$ cat src/rtl/mcu_pkg.sv
// Shared MCU definitions: event word layout, cable source indices and the
// round-robin search used by the readout arbiter.
package mcu_pkg;

    localparam int EV_W        = 32;
    localparam int EV_TYPE_BIT = 31;
    localparam int EV_SRC_MSB  = 30;
    localparam int EV_SRC_LSB  = 28;
    localparam int EV_TS_MSB   = 23;

    localparam logic [2:0] SRC_A1 = 3'd0;
    localparam logic [2:0] SRC_A2 = 3'd1;
    localparam logic [2:0] SRC_A3 = 3'd2;
    localparam logic [2:0] SRC_A4 = 3'd3;
    localparam logic [2:0] SRC_B1 = 3'd4;
    localparam logic [2:0] SRC_B2 = 3'd5;
    localparam logic [2:0] SRC_B3 = 3'd6;
    localparam logic [2:0] SRC_B4 = 3'd7;

    typedef struct packed {
        logic       hit;
        logic [2:0] idx;
    } rr_pick_t;

    // First set bit of req at or after ptr, ascending, wrapping modulo nreq.
    function automatic rr_pick_t rr_search(input logic [7:0] req,
                                           input logic [2:0] ptr,
                                           input int         nreq);
        rr_pick_t   r;
        int         j;
        logic [2:0] j3;
        r = '0;
        for (int k = 0; k < 8; k++) begin
            if (k < nreq && !r.hit) begin
                j  = (int'(ptr) + k) % nreq;
                j3 = 3'(j);
                if (req[j3]) begin
                    r.hit = 1'b1;
                    r.idx = j3;
                end
            end
        end
        return r;
    endfunction

endpackage

$ cat src/rtl/sync_fifo.sv
// First-word-fall-through synchronous FIFO; push ignored when full,
// pop ignored when empty. Head word reads as zero while empty.
module sync_fifo #(
    parameter int W     = 32,
    parameter int DEPTH = 16
) (
    input  logic                     clk,
    input  logic                     rst_n,
    input  logic                     push,
    input  logic                     pop,
    input  logic [W-1:0]             din,
    output logic [W-1:0]             dout,
    output logic                     full,
    output logic                     empty,
    output logic [$clog2(DEPTH):0]   count
);
    localparam int AW = $clog2(DEPTH);

    logic [W-1:0]  mem [DEPTH];
    logic [AW-1:0] wr_ptr, rd_ptr;
    logic          do_push, do_pop;

    assign do_push = push && !full;
    assign do_pop  = pop && !empty;
    assign full    = (count == (AW+1)'(DEPTH));
    assign empty   = (count == '0);
    assign dout    = empty ? '0 : mem[rd_ptr];

    // Storage write; contents need no reset since empty masks the head.
    always_ff @(posedge clk) begin
        if (do_push) mem[wr_ptr] <= din;
    end

    // Pointers wrap naturally at the power-of-two depth; occupancy tracks both.
    always_ff @(posedge clk or negedge rst_n) begin
        if (!rst_n) begin
            wr_ptr <= '0;
            rd_ptr <= '0;
            count  <= '0;
        end else begin
            if (do_push) wr_ptr <= wr_ptr + 1'b1;
            if (do_pop)  rd_ptr <= rd_ptr + 1'b1;
            if (do_push && !do_pop)      count <= count + 1'b1;
            else if (!do_push && do_pop) count <= count - 1'b1;
        end
    end

endmodule

$ cat src/rtl/coinc_readout_arb.sv
// Time-stamps per-cable coincidence verdicts, holds one pending event per
// cable and round-robin arbitrates them into a shared readout FIFO.
module coinc_readout_arb
    import mcu_pkg::*;
#(
    parameter int NREQ  = 8,
    parameter int DEPTH = 16,
    parameter int TSW   = 24
) (
    input  logic                    clk,
    input  logic                    rst_n,
    input  logic                    enable,
    input  logic [NREQ-1:0]         pcoinc,
    input  logic [NREQ-1:0]         ncoinc,
    input  logic                    rd_strobe,
    output logic [EV_W-1:0]         rd_data,
    output logic                    empty,
    output logic                    full,
    output logic [$clog2(DEPTH):0]  count,
    output logic [15:0]             drop_cnt,
    input  logic                    clr_drop
);
    logic [TSW-1:0]             ts;
    logic [NREQ-1:0]            pend, ptype, gnt_oh, drop_vec;
    logic [NREQ-1:0][TSW-1:0]   pts;
    logic [2:0]                 rr_ptr;
    rr_pick_t                   pick;
    logic                       grant;
    logic [EV_W-1:0]            push_word;
    logic [16:0]                drop_sum;

    assign pick  = rr_search(8'(pend), rr_ptr, NREQ);
    assign grant = pick.hit && !full;

    // One-hot grant and the event word for the winning requester.
    always_comb begin
        gnt_oh    = '0;
        push_word = '0;
        if (grant) gnt_oh[pick.idx] = 1'b1;
        push_word[EV_TYPE_BIT]            = ptype[pick.idx];
        push_word[EV_SRC_MSB:EV_SRC_LSB]  = pick.idx;
        push_word[EV_TS_MSB:0]            = 24'(pts[pick.idx]);
    end

    for (genvar i = 0; i < NREQ; i++) begin : g_req
        logic           hit, pend_q, ptype_q;
        logic [TSW-1:0] pts_q;

        assign hit         = enable && (pcoinc[i] || ncoinc[i]);
        // A slot being granted this cycle frees up in time for the new event.
        assign drop_vec[i] = hit && pend_q && !gnt_oh[i];
        assign pend[i]     = pend_q;
        assign ptype[i]    = ptype_q;
        assign pts[i]      = pts_q;

        // Pending slot: load on a verdict, clear on grant, hold otherwise.
        always_ff @(posedge clk or negedge rst_n) begin
            if (!rst_n) begin
                pend_q  <= 1'b0;
                ptype_q <= 1'b0;
                pts_q   <= '0;
            end else if (hit && !drop_vec[i]) begin
                pend_q  <= 1'b1;
                ptype_q <= pcoinc[i];
                pts_q   <= ts;
            end else if (gnt_oh[i]) begin
                pend_q  <= 1'b0;
            end
        end
    end

    // Free-running timestamp and round-robin pointer advance past the winner.
    always_ff @(posedge clk or negedge rst_n) begin
        if (!rst_n) begin
            ts     <= '0;
            rr_ptr <= '0;
        end else begin
            ts <= ts + 1'b1;
            if (grant)
                rr_ptr <= (32'(pick.idx) == NREQ - 1) ? 3'd0 : pick.idx + 3'd1;
        end
    end

    assign drop_sum = {1'b0, drop_cnt} + 17'($countones(drop_vec));

    // Saturating drop counter; a clear beats any same-cycle increment.
    always_ff @(posedge clk or negedge rst_n) begin
        if (!rst_n)           drop_cnt <= '0;
        else if (clr_drop)    drop_cnt <= '0;
        else if (drop_sum[16]) drop_cnt <= 16'hFFFF;
        else                  drop_cnt <= drop_sum[15:0];
    end

    sync_fifo #(.W(EV_W), .DEPTH(DEPTH)) u_fifo (
        .clk   (clk),
        .rst_n (rst_n),
        .push  (grant),
        .pop   (rd_strobe),
        .din   (push_word),
        .dout  (rd_data),
        .full  (full),
        .empty (empty),
        .count (count)
    );

endmodule

$ cat config.mk
export PLATFORM = sky130hd
export DESIGN_NAME = coinc_readout_arb
export DESIGN_NICKNAME = d
export VERILOG_FILES = /design/src/rtl/mcu_pkg.sv /design/src/rtl/sync_fifo.sv /design/src/rtl/coinc_readout_arb.sv
export SDC_FILE = /design/constraint.sdc
export NUM_CORES = 1
export LEC_CHECK = 0
export BUFFER_PORTS_ARGS = -buffer_cell sky130_fd_sc_hd__clkbuf_2
export CORE_UTILIZATION = 45
export CTS_BUF_LIST = sky130_fd_sc_hd__clkbuf_2 sky130_fd_sc_hd__clkbuf_4 sky130_fd_sc_hd__clkbuf_8
export CTS_CLUSTER_SIZE = 14
export DETAILED_ROUTE_END_ITERATION = 8
export GPL_ROUTABILITY_DRIVEN = 1
export PLACE_DENSITY = 0.71
export SYNTH_ARGS = -nofsm -noshare
export SYNTH_HDL_FRONTEND = slang
export SYNTH_SLANG_ARGS = --single-unit
$ cat constraint.sdc
create_clock -name clk -period 8.7 [get_ports clk]
set_input_delay 1.305 -clock clk [delete_from_list [all_inputs] [get_ports clk]]
set_output_delay 1.305 -clock clk [all_outputs]
set_load 0.03 [all_outputs]
==> metrics.yaml <==
status: "complete, no violations"
nets: 2123
finalWirelength_um: 71870
gp_congestion: 0.8391
die_h_um: 266.0
ys_top_cells_by_area: "edfxtp_1 43%, dfrtp_1 21%, mux4_2 11%, nand2_1 3.0%, mux2_4 2.9%"
worst_setup_path_start_kind: "flop"
clock-sinks: 712
dpl.hpwl_um: 40280
gr-usage-all-layers: 0.2055
wl_per_cell_um: 23.28
cts_tree: "yes"
critPathMostFrequentCell: "fa_1"
cp_slowest_stage_delay_ps: 670
drive_above_1_share: 0.3071
post-route-period-util: 0.9052
fin_ws_ps: 824.9
first_pass_iters: 5
synth-async-reset-ratio: 0.3708
grt_pass1_wl_um: 111100
tns_ps: 0
dp_cells: 2894
cts_hold_buf: 0
fin_util: 0.5092
clk_pin_slew_ps: 60
tightest_slew_ps: 1234
ant_nets: 0
synth_top_area_frac: 0.4291
antenna_found_initial: 0
synth-edff-count: 448
ir_drop_mv: 0.3448
postSynthCellCount: 1975
post_cts_buffers: 0
regArea_mm2: 0.02007
finish.instance_area_mm2: 0.03498
clk_latency_ps: 730
rows: 96
clock_skew_ps: 46.97
worstPathArrival_ps: 8420
ios: 76
cts_max_level: 3
final_common_cell: "edfxtp_1"
drc_errors: 0
die_w_um: 266.0
syn_area_mm2: 0.03135
vias_per_cell: 5.846
synth.largest_area_cell: "edfxtp_1"
p_leak_nw: 13.11
num_antenna_cells: 0
worst-path-max-fanout: 31
ys_ff_latch: 712
ys.flop_type: "edfxtp_1"
powerDensity_mw_per_mm2: 449.0
crit_path_end_kind: "flop"
ctsResizeCount: 0
fmax_mhz: 127.0
cp_cell_sequence: "inv_1 > ha_1 > mux4_2 > a32oi_2 > nor2_1 > a211oi_4 > inv_1 > nand3_1 > buf_4 > o21a_1 > nand2_1 > fa_1 > inv_1 > fa_1 > fa_1 > fa_1 > a21o_1 > a21oi_1 > nor2b_1 > and2_1 > nand4_1 > a21oi_1"
clock_tree.buffer_depth: 3
total_power_mw: 15.71
worstPathRequired_ps: 9240
grt_pass1_vias: 18681
cts_buffers: 111
root_buffer: "clkbuf_8"
min_period_ps: 7875
dp_slack_ps: 936.7
grt_max_degree: 120
critPathSlowestCell: "ha_1"
maxCapViolCount: 0
fill_cells: 5553
design.core.area_mm2: 0.06871
hp-class: "reg -> reg"
synth_cell_types: 65
ys_seq_area_frac: 0.6398
layout_common_cells: "448 x edfxtp_1, 261 x dfrtp_1, 247 x nand2_1"
setup_viol: 0
syn_area_per_cell_um2: 15.87
slew_headroom: 0.1770
multi_input_area_mm2: 0.01053
place_area_mm2: 0.03274
stdcell_count: 3087
port_buffers: 71
finalHoldWorstSlack_ps: 486.2
drv_slew: 0
drt-initial-drc-count: 1600
crit_type: "reg -> reg"
final_hold_viol_count: 0
vias: 18046
grt-ovfl-total: 0
syn_to_final_growth_pct: 11.58
grt_setup_unrepaired: "no"
initial_core_util: 0.4563
die_area_mm2: 0.07073
yosys_warnings: 0
-- cell families (layout without fill, tap and decap cells) --
family                   Yosys count  in the layout  synth area share
AO/OA/AOI/OAI                    249            249           0.05699
flip-flops                       712            712            0.6398
adder cells (fa/ha/maj)           26             26           0.01181
other                              1              4         0.0001196
AND/OR/NAND/NOR                  391            391           0.05511
buffers and inverters            177            355           0.02877
XOR/XNOR                          46             46           0.01285
multiplexers                     373            373            0.1945
-- critical path, delay by kind of cell (launching register included) --
family	cells	cell delay (ps)
AO/OA/AOI/OAI	6	1490
adder cells (fa/ha/maj)	5	2580
buffers and inverters	4	1230
flip-flops	1	620
multiplexers	1	610
AND/OR/NAND/NOR	6	1180
-- power by group --
part / internal [mW] / switching (mW) / total [mW]
logic: 2.53 / 4.28 / 6.81
clock network: 1.54 / 1.26 / 2.81
registers: 5.67 / 0.424 / 6.09
-- flip-flops by register name, summed over array words and instances, names as in the netlist --
name           flops
drop_cnt          16
g_req.pend_q       8
g_req.pts_q      192
g_req.ptype_q      8
rr_ptr             3
ts                24
u_fifo.count       5
u_fifo.mem       448
u_fifo.rd_ptr      4
u_fifo.wr_ptr      4
-- cell usage after synthesis (21+ instances only) --
| cell | instances |
|---|---|
| edfxtp_1 | 448 |
| dfrtp_1 | 264 |
| nand2_1 | 247 |
| mux4_2 | 149 |
| o22ai_1 | 119 |
| clkbuf_1 | 80 |
| mux2_2 | 77 |
| mux2i_1 | 61 |
| mux2_4 | 60 |
| buf_2 | 39 |
| nor2_1 | 36 |
| nor2b_1 | 31 |
| a221oi_1 | 28 |
| xnor2_1 | 25 |
| a21oi_1 | 21 |
| mux2_1 | 21 |
| xor2_1 | 21 |
-- worst paths after layout --
kind / startpoint / to / slack [ps] / cells past startpoint
max reg2reg: rr_ptr[1] / drop_cnt[7] / 820 / 22
min in group asynchronous: rst_n / g_req[5].pts_q[14] / 690 / 1
max: rr_ptr[1] / drop_cnt[7] / 820 / 22
min reg2reg: g_req[5].pts_q[13] / g_req[5].pts_q[13] / 490 / 1
max in group asynchronous: rst_n / rr_ptr[0] / 6400 / 2
min: g_req[5].pts_q[13] / g_req[5].pts_q[13] / 490 / 1
-- metal layers --
| layer | share of wire | track usage |
|---|---|---|
| met5 | 0 | 0 |
| met4 | 0.022 | 0.05902 |
| met3 | 0.064 | 0.03281 |
| met2 | 0.50 | 0.3404 |
| met1 | 0.42 | 0.2812 |
-- layout make-up --
type	instances	share of cell area
sequential	712	0.5737
multi-input combinational	1089	0.3010
clock buffer	174	0.05916
tap	931	0.03330
timing repair buffer	143	0.02590
clock inverter	19	0.004900
inverter	19	0.002110
No activity file was read; power rests on OpenSTA's default activity.
